<file path="src/rtl/lsu_pkg.sv">
// Shared encodings and types for the load/store unit.
package lsu_pkg;

    localparam logic [1:0] SZ_B = 2'd0;
    localparam logic [1:0] SZ_H = 2'd1;
    localparam logic [1:0] SZ_W = 2'd2;

    localparam int unsigned CNT_W = 16;
    typedef logic [CNT_W-1:0] cnt_t;

    typedef enum logic [1:0] {StIdle, StBus, StWb, StErr} state_t;

    // True for size 3 or an address not aligned to the access size.
    function automatic logic bad_access(input logic [1:0] size, input logic [1:0] addr_lo);
        logic bad;
        case (size)
            SZ_B:    bad = 1'b0;
            SZ_H:    bad = addr_lo[0];
            SZ_W:    bad = (addr_lo != 2'b00);
            default: bad = 1'b1;
        endcase
        return bad;
    endfunction

endpackage

</file>
<file path="src/rtl/lsu_align.sv">
// Combinational byte-lane steering for stores and load extraction/extension.
module lsu_align
    import lsu_pkg::*;
(
    input  logic [1:0]  i_size,
    input  logic [1:0]  i_addr_lo,
    input  logic        i_unsigned,
    input  logic [31:0] i_wdata,
    input  logic [31:0] i_rdata,
    output logic [3:0]  o_be,
    output logic [31:0] o_wdata,
    output logic [31:0] o_ldata
);

    logic [31:0] w_shifted;

    assign w_shifted = i_rdata >> {i_addr_lo, 3'b000};

    always_comb begin
        o_be    = 4'b0000;
        o_wdata = i_wdata;
        o_ldata = w_shifted;
        case (i_size)
            SZ_B: begin
                o_be    = 4'b0001 << i_addr_lo;
                o_wdata = {4{i_wdata[7:0]}};
                o_ldata = i_unsigned ? {24'd0, w_shifted[7:0]}
                                     : {{24{w_shifted[7]}}, w_shifted[7:0]};
            end
            SZ_H: begin
                o_be    = i_addr_lo[1] ? 4'b1100 : 4'b0011;
                o_wdata = {2{i_wdata[15:0]}};
                o_ldata = i_unsigned ? {16'd0, w_shifted[15:0]}
                                     : {{16{w_shifted[15]}}, w_shifted[15:0]};
            end
            SZ_W: o_be = 4'b1111;
            default: ;
        endcase
    end

endmodule

</file>
<file path="src/rtl/lsu_wb.sv">
// Load/store unit: one request at a time on the MMIO bus, load writeback to the
// register file, and error pulses for misaligned, illegal-size or timed-out accesses.
module lsu_wb
    import lsu_pkg::*;
#(
    parameter int unsigned TIMEOUT = 255
) (
    input  logic        clk,
    input  logic        rst_n,
    input  logic        req_valid,
    output logic        req_ready,
    input  logic        req_we,
    input  logic [1:0]  req_size,
    input  logic        req_unsigned,
    input  logic [31:0] req_addr,
    input  logic [31:0] req_wdata,
    input  logic [4:0]  req_rd,
    output logic        bus_req,
    output logic        bus_we,
    output logic [31:0] bus_addr,
    output logic [3:0]  bus_be,
    output logic [31:0] bus_wdata,
    input  logic        bus_ack,
    input  logic [31:0] bus_rdata,
    output logic        rf_we,
    output logic [4:0]  rf_waddr,
    output logic [31:0] rf_wdata,
    output logic        err,
    output logic        busy
);

    localparam cnt_t CntLast = cnt_t'(TIMEOUT - 1);

    state_t      r_state, w_state_d;
    cnt_t        r_cnt, w_cnt_d;
    logic        r_we, r_uns;
    logic [1:0]  r_size;
    logic [31:0] r_addr, r_wdata, r_rf_wdata;
    logic [4:0]  r_rd;
    logic        w_accept;
    logic [3:0]  w_be;
    logic [31:0] w_bwdata, w_ldata;

    lsu_align u_align (
        .i_size     (r_size),
        .i_addr_lo  (r_addr[1:0]),
        .i_unsigned (r_uns),
        .i_wdata    (r_wdata),
        .i_rdata    (bus_rdata),
        .o_be       (w_be),
        .o_wdata    (w_bwdata),
        .o_ldata    (w_ldata)
    );

    assign w_accept = (r_state == StIdle) && req_valid;

    always_comb begin
        w_state_d = r_state;
        w_cnt_d   = r_cnt;
        unique case (r_state)
            StIdle: begin
                if (req_valid) begin
                    w_cnt_d   = '0;
                    w_state_d = bad_access(req_size, req_addr[1:0]) ? StErr : StBus;
                end
            end
            StBus: begin
                // An ack in the final allowed cycle still completes the access.
                if (bus_ack) begin
                    w_state_d = r_we ? StIdle : StWb;
                end else if (r_cnt == CntLast) begin
                    w_state_d = StErr;
                end else begin
                    w_cnt_d = r_cnt + cnt_t'(1);
                end
            end
            StWb:    w_state_d = StIdle;
            StErr:   w_state_d = StIdle;
            default: w_state_d = StIdle;
        endcase
    end

    always_ff @(posedge clk or negedge rst_n) begin
        if (!rst_n) begin
            r_state    <= StIdle;
            r_cnt      <= '0;
            r_we       <= 1'b0;
            r_uns      <= 1'b0;
            r_size     <= 2'd0;
            r_addr     <= '0;
            r_wdata    <= '0;
            r_rd       <= '0;
            r_rf_wdata <= '0;
        end else begin
            r_state <= w_state_d;
            r_cnt   <= w_cnt_d;
            if (w_accept) begin
                r_we    <= req_we;
                r_uns   <= req_unsigned;
                r_size  <= req_size;
                r_addr  <= req_addr;
                r_wdata <= req_wdata;
                r_rd    <= req_rd;
            end
            if ((r_state == StBus) && bus_ack && !r_we) begin
                r_rf_wdata <= w_ldata;
            end
        end
    end

    assign req_ready = (r_state == StIdle);
    assign busy      = (r_state != StIdle);
    assign bus_req   = (r_state == StBus);
    assign bus_we    = r_we;
    assign bus_addr  = {r_addr[31:2], 2'b00};
    assign bus_be    = (r_state == StBus) ? w_be : 4'b0000;
    assign bus_wdata = w_bwdata;
    assign rf_we     = (r_state == StWb) && (r_rd != 5'd0);
    assign rf_waddr  = r_rd;
    assign rf_wdata  = r_rf_wdata;
    assign err       = (r_state == StErr);

endmodule

</file>
<file path="config.mk">
export PLATFORM = sky130hd
export DESIGN_NAME = lsu_wb
export DESIGN_NICKNAME = d
export VERILOG_FILES = /design/src/rtl/lsu_pkg.sv /design/src/rtl/lsu_align.sv /design/src/rtl/lsu_wb.sv
export SDC_FILE = /design/constraint.sdc
export NUM_CORES = 1
export LEC_CHECK = 0
export ABC_AREA = 1
export CORE_AREA = 2 2 119 132
export DETAILED_ROUTE_END_ITERATION = 10
export DIE_AREA = 0 0 121 134
export PLACE_DENSITY = 0.78
export SYNTH_ARGS = -nofsm -noshare
export SYNTH_HDL_FRONTEND = slang
export SYNTH_SLANG_ARGS = --single-unit
export TNS_END_PERCENT = 100
</file>
<file path="constraint.sdc">
create_clock -name clk -period 2.5 [get_ports clk]
set_input_delay 0.5 -clock clk [delete_from_list [all_inputs] [get_ports clk]]
set_output_delay 0.5 -clock clk [all_outputs]
set_load 0.05 [all_outputs]
</file>
==> impl_results.md, run 1 <==
* WL met3 at 1484 microns
* N_diodes at 0
* Xor/xnor share of the synthesized area at 0.9333%
* Fin. Hold Viols at 0
* Slowest CP cell: clkdlybuf4s50_1
* Synth Area in Compound Gates at between 10 and 15%
* Buf+Inv Stages, Crit Path at 1
* Hold-fix buffers, CTS at 0
* Skew-Pair Late Insertion Delay at approximately 420 ps
* Max_cap viols at 0
* Mapped Cells at 856
* Final WL at 18890 microns
* Crit start category: register
* Drc violations at 0
* Family with the most delay on the worst path: buffers and inverters
* First-pass GRT wire length at 30230 microns
* Layout net count at 1150
* Final GP Congestion at 0.8688
* Synth warn at 0
* Top Layer Used: met5
* Rows at 47
* Synth Area in Adders at 0.3810%
* Die W at 121 microns
* Final TNS setup at 0 ps
* Met2 WL at between 9000 and 10000 microns
* Worst Hold Class: in2async
* Worst Slack Setup Final at 68.42 ps
* ANT nets after route at 0
* Num CTS Buffers at 17
* Place WS at approximately 350 ps
* Hold_ws at roughly 84 ps
* Share of cells above drive strength 1 at 11.98%
* Fmax at 0.4113 GHz
* Peak supply drop at 862.0 uV
* Core Area at 0.01488 sq mm
* I/O Buffers at 217
* Post-synthesis register bit count at 123
* Post-synthesis sequential area ratio at between 40% and 50%
* Top Ports at 220
* Critical Path End Type: primary output
* Post-synthesis average cell area at 7.674 sq um
* Clk slew on worst S/H paths at 60 ps
* Mux contribution to synthesized area at 0%
* Initial core utilization at between 40% and 50%
* Overflow after GRT at 0
* Area growth syn-to-layout at 45.20%
* Overall Global Routing Usage at 23.67%
* Slew Limit Headroom at 58.19%
* HPWL Detailed at 13540 microns
* CP max FO at 4
* Largest family of logic cells by synthesized area: simple AND/OR/NAND/NOR gates
* Vias in the first global route at between 6000 and 7000
* 1st-pass router iterations at 5
* Post-layout util at between 60 and 70%
* Worst Skew at 6.111 ps
* Reg-to-Reg Start: r_addr[0]
* Pwr dens at roughly 1600 mW/mm^2
* Longest Clk Path Bufs at 2
* Die height at 134 microns
* Routed vias at 6255
* Syn Std Cell Area at 0.006569 sq mm
* Fin crit share at 97.26%
* Slew Limit Fails at 0
* CP Launch Point: r_state[1]
* Root Buffer: clkbuf_16
* Slew @ Worst Pin at 627.2 ps
* Initial drt markers at 534
* Maximum level of the CTS H-tree at 4
* Antenna violations before repair at 1
* Tmin final at 2432 ps
* CP cell instances: nor2_2, clkdlybuf4s50_1
* CP max stage delay at 870 ps
* Outcome: finished clean
* Pleak at 0.004479 uW
* Full die area at around 0.016 sq mm
* Vias/cell at 5.012
* Classification of the worst setup path: reg2out
* CTS tree: done
* Final setup violation count at 0
* Crit path required time at 2000 ps
* Synth Area in Simple Gates at between 20% and 30%
* CTS Sinks at roughly 120
* WL/cell at 15.13 microns
* M1 WL at 7453 microns
* Largest net degree at the start of global routing at 66
* Critical path data arrival time at 1930 ps
* Synth cell types at 35
==> final timing paths <==
check | to | slack (ps) | cells past startpoint
setup / recovery | req_ready | 70 | 2
hold / removal | rf_wdata[2] | 80 | 1
setup reg to reg | rf_wdata[26] | 540 | 10
hold reg to reg | r_addr[15] | 470 | 2
max in group asynchronous | r_wdata[25] | 1750 | 2
min in group clk | r_addr[15] | 470 | 2
==> cells in the final DEF, fill, tap and decap left out, types with 5 or more instances in the layout <==
master and n:
nand2_2 13, nand2_1 328, buf_4 22, nor2_1 66, o21ai_1 7, clkinvlp_4 5
o211ai_1 14, xor2_1 6, clkdlybuf4s50_1 186, a21oi_1 25, inv_1 53, inv_2 7
dfrtp_1 123, o21bai_1 11, o21ai_0 47, clkbuf_16 17, nand3_1 29, o21ai_2 5
a31oi_1 9, a22oi_1 7, buf_12 31, nor2_4 7
==> layer usage <==
metal | GRT usage [%] | vias to the layer above
met5 | 0 | -
met3 | 6.590 | 39
met1 | 28.46 | 2916
met2 | 39.86 | 259
li1 | - | 3039
met4 | 9.755 | 2
==> final cells by class <==
class                   instances  area, sq um
repair buffers                240         2660
flip-flops and latches        123         3078
multi-input cells             595         2743
fillers                      1242         5340
inverters                      62        236.5
well taps                     196        245.2
clock inverters                10        91.34
clock buffers                  22        484.2
==> synth_stat cells, drive strengths merged <==
cell	count	area [sq um]
nor2	76	345.3
nand3	31	172.7
or2	1	6.260
nor3	3	15.01
conb	1	3.750
inv	61	229.0
nand2	342	1321
a21oi	26	141.4
clkbuf	10	37.54
o21ai	59	310.3
a22oi	7	52.55
ha	2	25.02
nand4	4	25.02
o311ai	1	8.760
xnor2	1	8.760
a31oi	9	56.30
xor2	6	52.55
buf	67	486.7
o21bai	11	82.58
o211ai	14	105.1
clkinv	1	5.000
dfrtp	123	3078
==> what timing repair did <==
action,in CTS,in global routing
pin swaps,0,2
setup endpoints to repair,4,6
gates cloned,0,0
gates resized for setup,1,3
buffers inserted,0,6
==> where the power goes <==
group          internal, uW  leakage [uW]  switching [uW]
Sequential             2860       0.00152             597
Clock                  1470      0.000270             905
Combinational          3410       0.00269            6200
Total                  7740       0.00448            7700
==> logic make-up (layout without fill, tap and decap cells) <==
logic type | count (synthesis) | after routing
AND/OR/NAND/NOR | 457 | 457
buffers and inverters | 139 | 334
AO/OA/AOI/OAI | 127 | 127
flip-flops | 123 | 123
XOR/XNOR | 7 | 7
adder cells (fa/ha/maj) | 2 | 2
other | 1 | 2
==> registers in the layout, summed over array words and instances (netlist names) <==
name      flops
r_addr       32
bus_we        1
r_wdata      32
r_uns         1
rf_waddr      5
r_cnt        16
r_size        2
r_state       2
rf_wdata     32
==> per-stage QoR <==
stage          total power [uW]  instances  cell area, sq um
3_3_place_gp              12870       1210              8906
4_1_cts                   15420       1242              9484
3_5_place_dp              12980       1210              8906
6_report                  15440       1248              9538
5_1_grt                   16230       1248              9538
2_1_floorplan              9696        857              6573
==> worst register-to-register path, cell delays in order (launching register included) <==
cell and delay, ps:
dfrtp_1 450, buf_4 220, inv_2 210, nor2_4 80, buf_4 150, nand2_1 60, nand3_2 100, nand2_4 190
nand2_2 180, o21bai_1 160, inv_1 50
Power figures use the tool's default switching activity.
==> run 2, diff against run 1 <==
--- a/config.mk
+++ b/config.mk
@@ -10,6 +10,7 @@
 export DETAILED_ROUTE_END_ITERATION = 10
 export DIE_AREA = 0 0 121 134
 export PLACE_DENSITY = 0.78
+export REMOVE_ABC_BUFFERS = 1
 export SYNTH_ARGS = -nofsm -noshare
 export SYNTH_HDL_FRONTEND = slang
 export SYNTH_SLANG_ARGS = --single-unit
==> impl_results.md, run 2 (same netlist as run 1, synthesis figures left out) <==
* Fin crit share at 96.12% (-1.1 points)
* Drc violations at 0 (unchanged)
* Worst Hold Class: in2async
* Top Ports at 220 (unchanged)
* Slew Limit Headroom at 62.59% (+4.4 points)
* N_diodes at 0 (unchanged)
* First-pass GRT wire length at 29850 microns (-1.3%)
* Area of the multi-input gates at 0.002736 sq mm (-0.23%)
* Slowest CP cell: dfrtp_1
* Classification of the worst setup path: reg2out
* 1st-pass router iterations at 5 (unchanged)
* Hold-fix buffers, CTS at 0 (unchanged)
* Longest Clk Path Bufs at 2 (unchanged)
* Net Sw Frac at 49.74% (-0.15 points)
* Vias/cell at 4.972 (-0.80%)
* Family with the most delay on the worst path: buffers and inverters
* Tmin final at 2403 ps (-28.54 ps)
* Final TNS setup at 0 ps (unchanged)
* ANT nets after route at 0 (unchanged)
* Fmax at 0.4161 GHz (+1.2%)
* Clock share of power at 17.2% (+1.9 points)
* Peak supply drop at 1050 uV (+22%)
* CP cell instances: nor2_4, inv_2, nor2_1, o21ai_0, inv_1, buf_12
* Die height at 134 microns (unchanged)
* Initial drt markers at 451 (-16%)
* Die W at 121 microns (unchanged)
* HPWL Detailed at 13290 microns (-1.8%)
* Fin. Hold Viols at 0 (unchanged)
* CTS tree: done
* # fillers at 1295 (+4.3%)
* Design area at 0.009474 sq mm (-0.67%)
* Num CTS Buffers at 17 (unchanged)
* Routed vias at 6190 (-1.0%)
* Max_cap viols at 0 (unchanged)
* Rows at 47 (unchanged)
* Final WL at 18550 microns (-1.8%)
* Slew @ Worst Pin at 559.4 ps (-67.80 ps)
* Initial core utilization at 44.15% (unchanged)
* Comb power frac at 60.4% (-1.9 points)
* WL/cell at 14.90 microns (-1.5%)
* CTS Sinks at 123 (unchanged)
* Most common cell after layout, fill and taps aside: nand2_1
* Antenna violations before repair at 0 (-1)
* Dpl cell area at 0.008816 sq mm (-1.0%)
* Final GP Congestion at 0.8832 (+1.7%)
* Commonest non-fill, non-tap cells in the layout: nand2_1 (329), clkdlybuf4s50_1 (188), dfrtp_1 (123)
* Flip-flop and latch area at 0.003078 sq mm (unchanged)
* Buf+Inv Stages, Crit Path at 3 (+2)
* Pwr dens at 1633 mW/mm^2 (+0.86%)
* Final setup violation count at 0 (unchanged)
* Clk slew on worst S/H paths at 60 ps (about the same)
* Share of cells above drive strength 1 at 11.53% (-0.44 points)
* Area growth syn-to-layout at 44.23%
* Vias in the first global route at 6128 (+0.71%)
* Critical path data arrival time at 1900 ps (-30 ps)
* Worst Skew at 6.851 ps (+0.7400 ps)
* Pleak at 0.004452 uW (-0.59%)
* Critical Path End Type: primary output
* CP max stage delay at 440 ps (-430 ps)
* RSZ-0062 raised after global routing: no
* Share of power burned in registers at 22.4% (about the same)
* CP max FO at 15 (+11)
* Setup slack, reg-to-reg at 720 ps (+180 ps)
* Outcome: finished clean
* Core Area at 0.01488 sq mm (unchanged)
* Skew-Pair Late Insertion Delay at 420 ps (about the same)
* P_int at 7774 uW (+0.48%)
* Maximum level of the CTS H-tree at 4 (unchanged)
* Crit start category: register
* Crit path required time at 2000 ps (about the same)
* Sw Pwr at 7694 uW (-0.12%)
* Full die area at 0.01621 sq mm (unchanged)
* Slew Limit Fails at 0 (unchanged)
* I/O Buffers at 217 (unchanged)
* Largest net degree at the start of global routing at 67 (+1.5%)
* Layout net count at 1147 (-0.26%)
* Root Buffer: clkbuf_16
* Overflow after GRT at 0 (unchanged)
* Overall Global Routing Usage at 23.45% (-0.22 points)
[run 2: final cells by class]
type,instances,area share (%)
clock buffers,19,4.781
clock inverters,13,2.007
inverters,62,2.470
multi-input cells,595,28.88
flip-flops and latches,123,32.49
well taps,196,2.588
repair buffers,237,26.78
[run 2: per-layer routing]
metal / up-vias / GRT usage [%] / share of wire, %
li1: 3027 / - / -
met1: 2881 / 27.46 / 40
met2: 240 / 38.67 / 48
met3: 42 / 9.396 / 9.1
met4: 0 / 8.721 / 2.3
met5: - / 0 / 0
[run 2: repair_timing]
item | in CTS | in global routing
setup endpoints to repair | 0 | 1
buffers inserted | 0 | 2
gates resized for setup | 0 | 0
[run 2: final timing paths]
check,depth (start not counted),from,endpoint
worst max-delay path,6,r_addr[0],bus_be[0]
worst min-delay path,1,rst_n,r_addr[22]
worst max register to register,8,r_state[1],r_cnt[2]
worst min register to register,2,r_wdata[31],r_wdata[31]
max in group asynchronous,2,rst_n,r_wdata[27]
min in group clk,2,r_wdata[31],r_wdata[31]
[run 2: power groups by stage]
stage | combinational, uW | sequential (uW) | clock, uW
after floorplan | 3480 | 5550 | 0
after global placement | 9240 | 3460 | 0
after detailed placement | 9330 | 3470 | 0
after CTS | 9360 | 3470 | 2700
after global routing | 9910 | 3560 | 2790
final | 9340 | 3460 | 2670
[run 2: worst register-to-register path, cell delays in order (launching register included)]
cell,delay [ps]
dfrtp_1,440
nor2_4,130
buf_4,220
inv_2,160
nor2_4,170
nand2_1,100
nand2_1,300
nand3_1,120
nand2_1,80
[run 2: per-stage QoR]
step / setup WS (ps) / utilization (%) / power, uW / std cells / hold WS [ps]
2_1_floorplan: -529.4 / - / 9022 / 780 / 204.4
6_report: 96.96 / 63.68 / 15470 / 1245 / 30.00
5_1_grt: 0.8127 / 63.68 / 16260 / 1245 / 58.77
3_3_place_gp: 465.7 / 59.25 / 12710 / 1211 / 461.8
3_5_place_dp: 418.2 / 59.25 / 12790 / 1211 / 464.5
4_1_cts: 57.46 / 63.58 / 15530 / 1243 / 40.49
